`config.mk`:
```
export PLATFORM = sky130hd
export DESIGN_NAME = dmem_arbiter
export DESIGN_NICKNAME = d
export VERILOG_FILES = /design/src/rtl/dmem_arbiter_pkg.sv /design/src/rtl/dmem_wait_counter.sv /design/src/rtl/dmem_arbiter.sv
export SDC_FILE = /design/constraint.sdc
export NUM_CORES = 1
export LEC_CHECK = 0
export ABC_AREA = 1
export CAP_MARGIN = 0
export CORE_MARGIN = 4
export CORE_UTILIZATION = 34
export CTS_BUF_LIST = sky130_fd_sc_hd__clkbuf_4 sky130_fd_sc_hd__clkbuf_8 sky130_fd_sc_hd__clkbuf_16
export DETAILED_ROUTE_END_ITERATION = 8
export GPL_TIMING_DRIVEN = 0
export PLACE_DENSITY = 0.66
export SYNTH_ARGS = -nofsm -noshare
export SYNTH_HDL_FRONTEND = slang
export SYNTH_HIERARCHICAL = 1
export SYNTH_SLANG_ARGS = --single-unit
```
`constraint.sdc`:
```
create_clock -name clk -period 2.3 [get_ports clk]
set_input_delay 0.46 -clock clk [delete_from_list [all_inputs] [get_ports clk]]
set_output_delay 0.46 -clock clk [all_outputs]
set_load 0.02 [all_outputs]
```
`src/rtl/dmem_arbiter_pkg.sv`:
```
// Shared types and default widths for the data-memory arbiter.
// Imported by the arbiter top and its starvation counter.
package dmem_arbiter_pkg;

  localparam int DEF_ADDR_W   = 32;
  localparam int DEF_DATA_W   = 32;
  localparam int DEF_MAX_WAIT = 4;
  localparam int WAIT_W       = 4;

  typedef enum logic [1:0] {
    ST_IDLE,
    ST_ISSUE,
    ST_RESP
  } state_e;

  typedef enum logic {
    OWN_CORE,
    OWN_DBG
  } owner_e;

endpackage

```
`src/rtl/dmem_wait_counter.sv`:
```
// Saturating starvation counter for the debug port.
// at_max tells the arbiter the debug port must win next.
module dmem_wait_counter
  import dmem_arbiter_pkg::*;
#(
  parameter int MAX_WAIT = DEF_MAX_WAIT
) (
  input  logic clk,
  input  logic rst,
  input  logic inc,
  input  logic clr,
  output logic at_max
);

  localparam logic [WAIT_W-1:0] MAX_V = WAIT_W'(MAX_WAIT);

  logic [WAIT_W-1:0] cnt_q;
  logic [WAIT_W-1:0] cnt_d;

  // clear wins over increment; increment stops at the limit
  always_comb begin
    cnt_d = cnt_q;
    if (clr) begin
      cnt_d = '0;
    end else if (inc && (cnt_q < MAX_V)) begin
      cnt_d = cnt_q + WAIT_W'(1);
    end
  end

  // counter register
  always_ff @(posedge clk or negedge rst) begin
    if (!rst) begin
      cnt_q <= '0;
    end else begin
      cnt_q <= cnt_d;
    end
  end

  assign at_max = (cnt_q == MAX_V);

endmodule

```
`src/rtl/dmem_arbiter.sv`:
```
// Two-port data-memory arbiter: pipeline MEM stage and debug loader.
// Three-cycle IDLE/ISSUE/RESP access with debug starvation guard.
module dmem_arbiter
  import dmem_arbiter_pkg::*;
#(
  parameter int ADDR_W   = DEF_ADDR_W,
  parameter int DATA_W   = DEF_DATA_W,
  parameter int MAX_WAIT = DEF_MAX_WAIT
) (
  input  logic              clk,
  input  logic              rst,
  input  logic              core_req,
  input  logic              core_we,
  input  logic [ADDR_W-1:0] core_addr,
  input  logic [DATA_W-1:0] core_wdata,
  output logic [DATA_W-1:0] core_rdata,
  output logic              core_done,
  output logic              core_stall,
  input  logic              dbg_req,
  input  logic              dbg_we,
  input  logic [ADDR_W-1:0] dbg_addr,
  input  logic [DATA_W-1:0] dbg_wdata,
  output logic [DATA_W-1:0] dbg_rdata,
  output logic              dbg_done,
  output logic              mem_en,
  output logic              mem_we,
  output logic [ADDR_W-1:0] mem_addr,
  output logic [DATA_W-1:0] mem_wdata,
  input  logic [DATA_W-1:0] mem_rdata,
  output logic              err_align
);

  state_e            state_q, state_d;
  owner_e            owner_q, owner_d;
  logic              we_q, we_d;
  logic [ADDR_W-1:0] addr_q, addr_d;
  logic [DATA_W-1:0] wdata_q, wdata_d;
  logic [DATA_W-1:0] core_rd_q, core_rd_d;
  logic [DATA_W-1:0] dbg_rd_q, dbg_rd_d;

  logic dbg_at_max;
  logic dbg_sel;
  logic grant;
  logic dbg_grant;
  logic misalign;
  logic in_issue;
  logic in_resp;
  logic done_any;
  logic ld_resp;

  assign dbg_sel   = dbg_req && (!core_req || dbg_at_max);
  assign grant     = (state_q == ST_IDLE) && (core_req || dbg_req);
  assign dbg_grant = grant && dbg_sel;
  assign misalign  = (addr_q[1:0] != 2'b00);
  assign in_issue  = (state_q == ST_ISSUE);
  assign in_resp   = (state_q == ST_RESP);
  assign done_any  = in_resp || (in_issue && misalign);
  assign ld_resp   = in_resp && !we_q;

  dmem_wait_counter #(
    .MAX_WAIT(MAX_WAIT)
  ) u_wait (
    .clk   (clk),
    .rst   (rst),
    .inc   (dbg_req && !dbg_grant),
    .clr   (!dbg_req || dbg_grant),
    .at_max(dbg_at_max)
  );

  // next state, grant latch and load-data capture
  always_comb begin
    state_d   = state_q;
    owner_d   = owner_q;
    we_d      = we_q;
    addr_d    = addr_q;
    wdata_d   = wdata_q;
    core_rd_d = core_rd_q;
    dbg_rd_d  = dbg_rd_q;
    unique case (state_q)
      ST_IDLE: begin
        if (grant) begin
          state_d = ST_ISSUE;
          if (dbg_sel) begin
            owner_d = OWN_DBG;
            we_d    = dbg_we;
            addr_d  = dbg_addr;
            wdata_d = dbg_wdata;
          end else begin
            owner_d = OWN_CORE;
            we_d    = core_we;
            addr_d  = core_addr;
            wdata_d = core_wdata;
          end
        end
      end
      ST_ISSUE: begin
        state_d = misalign ? ST_IDLE : ST_RESP;
      end
      ST_RESP: begin
        state_d = ST_IDLE;
        if (!we_q) begin
          if (owner_q == OWN_DBG) begin
            dbg_rd_d = mem_rdata;
          end else begin
            core_rd_d = mem_rdata;
          end
        end
      end
      default: begin
        state_d = ST_IDLE;
      end
    endcase
  end

  // state and datapath registers
  always_ff @(posedge clk or negedge rst) begin
    if (!rst) begin
      state_q   <= ST_IDLE;
      owner_q   <= OWN_CORE;
      we_q      <= 1'b0;
      addr_q    <= '0;
      wdata_q   <= '0;
      core_rd_q <= '0;
      dbg_rd_q  <= '0;
    end else begin
      state_q   <= state_d;
      owner_q   <= owner_d;
      we_q      <= we_d;
      addr_q    <= addr_d;
      wdata_q   <= wdata_d;
      core_rd_q <= core_rd_d;
      dbg_rd_q  <= dbg_rd_d;
    end
  end

  assign mem_en    = in_issue && !misalign;
  assign mem_we    = mem_en && we_q;
  assign mem_addr  = mem_en ? addr_q : '0;
  assign mem_wdata = mem_we ? wdata_q : '0;
  assign err_align = in_issue && misalign;

  assign core_done = done_any && (owner_q == OWN_CORE);
  assign dbg_done  = done_any && (owner_q == OWN_DBG);

  // load data is forwarded in the done cycle, then held
  assign core_rdata =
    (ld_resp && owner_q == OWN_CORE) ? mem_rdata : core_rd_q;
  assign dbg_rdata =
    (ld_resp && owner_q == OWN_DBG) ? mem_rdata : dbg_rd_q;

  assign core_stall = core_req && !core_done;

endmodule

```
==> metrics.md <==
| Metric | Value |
|---|---|
| Commonest cells after routing, fill and taps aside | `258 x nand2_1, 239 x inv_1, 164 x clkdlybuf4s50_1, 136 x dfrtp_1, 134 x nand3_1` |
| Pre-CTS setup slack | `-0.272 ns` |
| Clk sink count | `between 100 and 150` |
| Data required, critical path | `between 1.5 and 2 ns` |
| Hold-fix buffers at CTS | `0` |
| Crit path DAT | `1.85 ns` |
| Max incr delay on CP | `between 0.3 and 0.4 ns` |
| Area growth, synth to finish | `55.3%` |
| Antenna violations before repair | `1` |
| Main combinational cell family by area after synthesis | `simple AND/OR/NAND/NOR gates` |
| Max VDD drop | `~0.00050 V` |
| Critical Path End Type | `output port` |
| Overall power | `13.5 mW` |
| Initial Utilization | `0.349` |
| CTS Buf Count | `17` |
| Register area share after synthesis | `0.476` |
| Skew-Pair Late Insertion Delay | `approximately 0.42 ns` |
| CTS Buffer Depth | `2` |
| Post-Synth Simple-Gate Area | `0.283` |
| NetSw | `roughly 5.6 mW` |
| Finished Core Util | `0.542` |
| F_max | `between 0.4 and 0.5 GHz` |
| GRT Total Usage | `0.205` |
| Post-synthesis xor/xnor area fraction | `0` |
| Buf/Inv on CP | `5` |
| TritonCTS clock tree | `yes` |
| Pwr dens | `around 1200 nW/um2` |
| Clk slew on worst S/H paths | `~0.060 ns` |
| Clock skew | `roughly 0.010 ns` |
| Minimum clock period | `approximately 2.3 ns` |
| Row cnt | `52` |
| Most used cell, CP | `buf_4` |
| Hold crit path type | `in -> async` |
| CP Class | `reg -> out` |
| CP Launch Type | `flip-flop` |
| Synthesized-area fraction occupied by adder cells | `0.00350` |
| Pleak | `~6.2 nW` |
| HPWL Detailed | `around 18,000 um` |
| Crit path cell chain | `inv_2 -> nor2_4 -> buf_4 -> nand3_4 -> buf_4 -> clkbuf_8 -> o21ai_1 -> buf_2` |
| Critical Path Slowest Stage Cell | `dfrtp_1` |
| Compound-Gate Fraction of Synth Area | `0.0692` |
| Largest net degree at the start of global routing | `just over 70` |
| Vias | `roughly 7,400` |
| CTS root buffer | `clkbuf_16` |
| Congestion Overflow GR | `0` |
| Die height | `153 um` |
| Fin. max-slew vios | `0` |
| Synth Warn # | `6` |
| Clock share of power | `0.210` |
| Final WL | `24,600 um` |
| H-tree Lvls | `4` |
| Post-Syn Area | `between 7000 and 8000 um2` |
| Post-synthesis mux area share | `0` |
| Port Buffer Count | `about 300` |
| 1st-iter DRT viols | `350` |
| Relative slew slack | `0.569` |
| Worst-Margin Slew | `around 0.65 ns` |
| Final #Nets | `~1,500` |
| Final hold slack | `around 0.026 ns` |
| First-pass DRT Iterations | `4` |
| Antenna viol nets, final | `0` |
| Crit share post-route | `1.00` |
| FF+latch count, synth | `between 100 and 150` |
| RSZ-0062 raised after global routing | `yes` |
| WL per Instance | `around 15 um` |
| Gate power share | `0.489` |
| Top delay family on crit path | `buffers and inverters` |
| Crit Path Max Fanout | `10` |
| Core area | `20,500 um2` |
| Drt drc | `0` |
| Part of the power in registers | `0.302` |
| Switching Share | `0.418` |
| Synth unique cells | `20` |
| Max-cap viol count | `0` |
| Failing checks | `setup timing` |
| Most common cell after layout, fill and taps aside | `nand2_1` |
| Vias per cell | `4.54` |
| Final worst setup slack | `-0.00778 ns` |
| Ratio of cells with drive above 1 in the final layout | `0.206` |
| Total Die Area | `23,400 um2` |
| Final setup viols | `2` |
| Die extent in x | `~150 um` |
| P_int | `7.85 mW` |
| First-pass GRT wire length | `~39,000 um` |
| Post-synthesis instance total | `approximately 1,000` |
| Synthesized area per cell | `around 7.0 um2` |
| Vias in the first global route | `around 7,300` |
| Outcome | `finished with violations` |
| Routability cong. | `roughly 0.83` |
| # IOs | `300` |
| Final hold violation count | `0` |
-- cell usage after synthesis, drive strengths merged --
| master | n | area [um2] |
|---|---|---|
| inv | 245 | 920 |
| clkbuf | 18 | 67.6 |
| nand2 | 271 | 1020 |
| o21ai | 97 | 485 |
| conb | 1 | 3.75 |
| a21oi | 2 | 10.0 |
| nor2 | 73 | 299 |
| nand4 | 2 | 12.5 |
| ha | 2 | 25.0 |
| dfrtp | 136 | 3400 |
| nand3 | 136 | 691 |
| buf | 42 | 220 |
-- layout make-up --
| class | instances | area, um2 |
|---|---|---|
| antenna | 1 | 2.50 |
| buffer | 60 | 419 |
| clock buffer | 18 | 439 |
| clock inverter | 13 | 168 |
| fill | 2078 | 9380 |
| inverter | 245 | 920 |
| multi-input combinational | 586 | 2760 |
| sequential | 136 | 3400 |
| tap | 270 | 338 |
| timing repair buffer | 312 | 2660 |
-- final timing paths --
path	startpoint	end	slack [ns]	cells after the start
worst max-delay path	state_q[1]	dbg_rdata[14]	-0.008	8
worst min-delay path	rst	core_rd_q[20]	0.03	1
worst max register to register	u_wait/cnt_q[0]	addr_q[21]	0.44	11
worst min register to register	core_rd_q[10]	core_rd_q[10]	0.47	2
max in group asynchronous	rst	addr_q[31]	1.49	2
min in group clk	core_rd_q[10]	core_rd_q[10]	0.47	2
-- registers in the layout (all words and copies together), names as in the netlist --
| name | flops |
|---|---|
| owner_q | 1 |
| u_wait/cnt_q | 4 |
| addr_q | 32 |
| wdata_q | 32 |
| state_q | 2 |
| dbg_rd_q | 32 |
| we_q | 1 |
| core_rd_q | 32 |
-- power groups by stage --
stage / sequential (mW) / clock [mW] / combinational [mW]
2_1_floorplan: 3.95 / 0 / 3.67
3_3_place_gp: 4.03 / 0 / 6.50
3_5_place_dp: 4.06 / 0 / 6.59
4_1_cts: 4.04 / 2.87 / 6.21
5_1_grt: 4.19 / 2.98 / 7.22
6_report: 4.06 / 2.82 / 6.59
-- logic make-up after synthesis --
logic type	Yosys count
flops	136
fa+ha+maj	2
simple gates	482
compound gates	99
buf+inv	305
other cells	1
-- through the flow --
stage                     setup TNS [ns]  std cells  cell area, um2
after floorplan                        0       1026            7160
after global placement           -695.88       1592           10500
after detailed placement          -11.77       1593           10500
after CTS                         -0.292       1638           10900
after global routing               -3.21       1641           11100
final                            -0.0128       1641           11100
-- timing repair --
action | in CTS | in global routing
endpoints found under the setup margin | 131 | 114
pin swaps | 1 | 1
setup buffers | 12 | 2
cloned | 2 | 0
resized for setup | 599 | 149
-- layer usage --
metal  vias to the layer above  wire length [um]  global-route usage
met1                      3481             10600               0.260
li1                       3729                 -                   -
met5                         -                 0                   0
met2                       194             12200               0.350
met3                        38              1200              0.0413
met4                         0               651              0.0709
-- worst reg2reg max path: stages, from the launching register on --
cell	delay (ns)
dfrtp_1	0.39
inv_1	0.08
ha_1	0.14
nand2_1	0.05
nor2_1	0.09
inv_1	0.05
nand2_1	0.10
buf_2	0.27
buf_2	0.29
nand3_1	0.14
nand3_1	0.11
nand2_1	0.05
No activity file was read; power rests on OpenSTA's default activity.
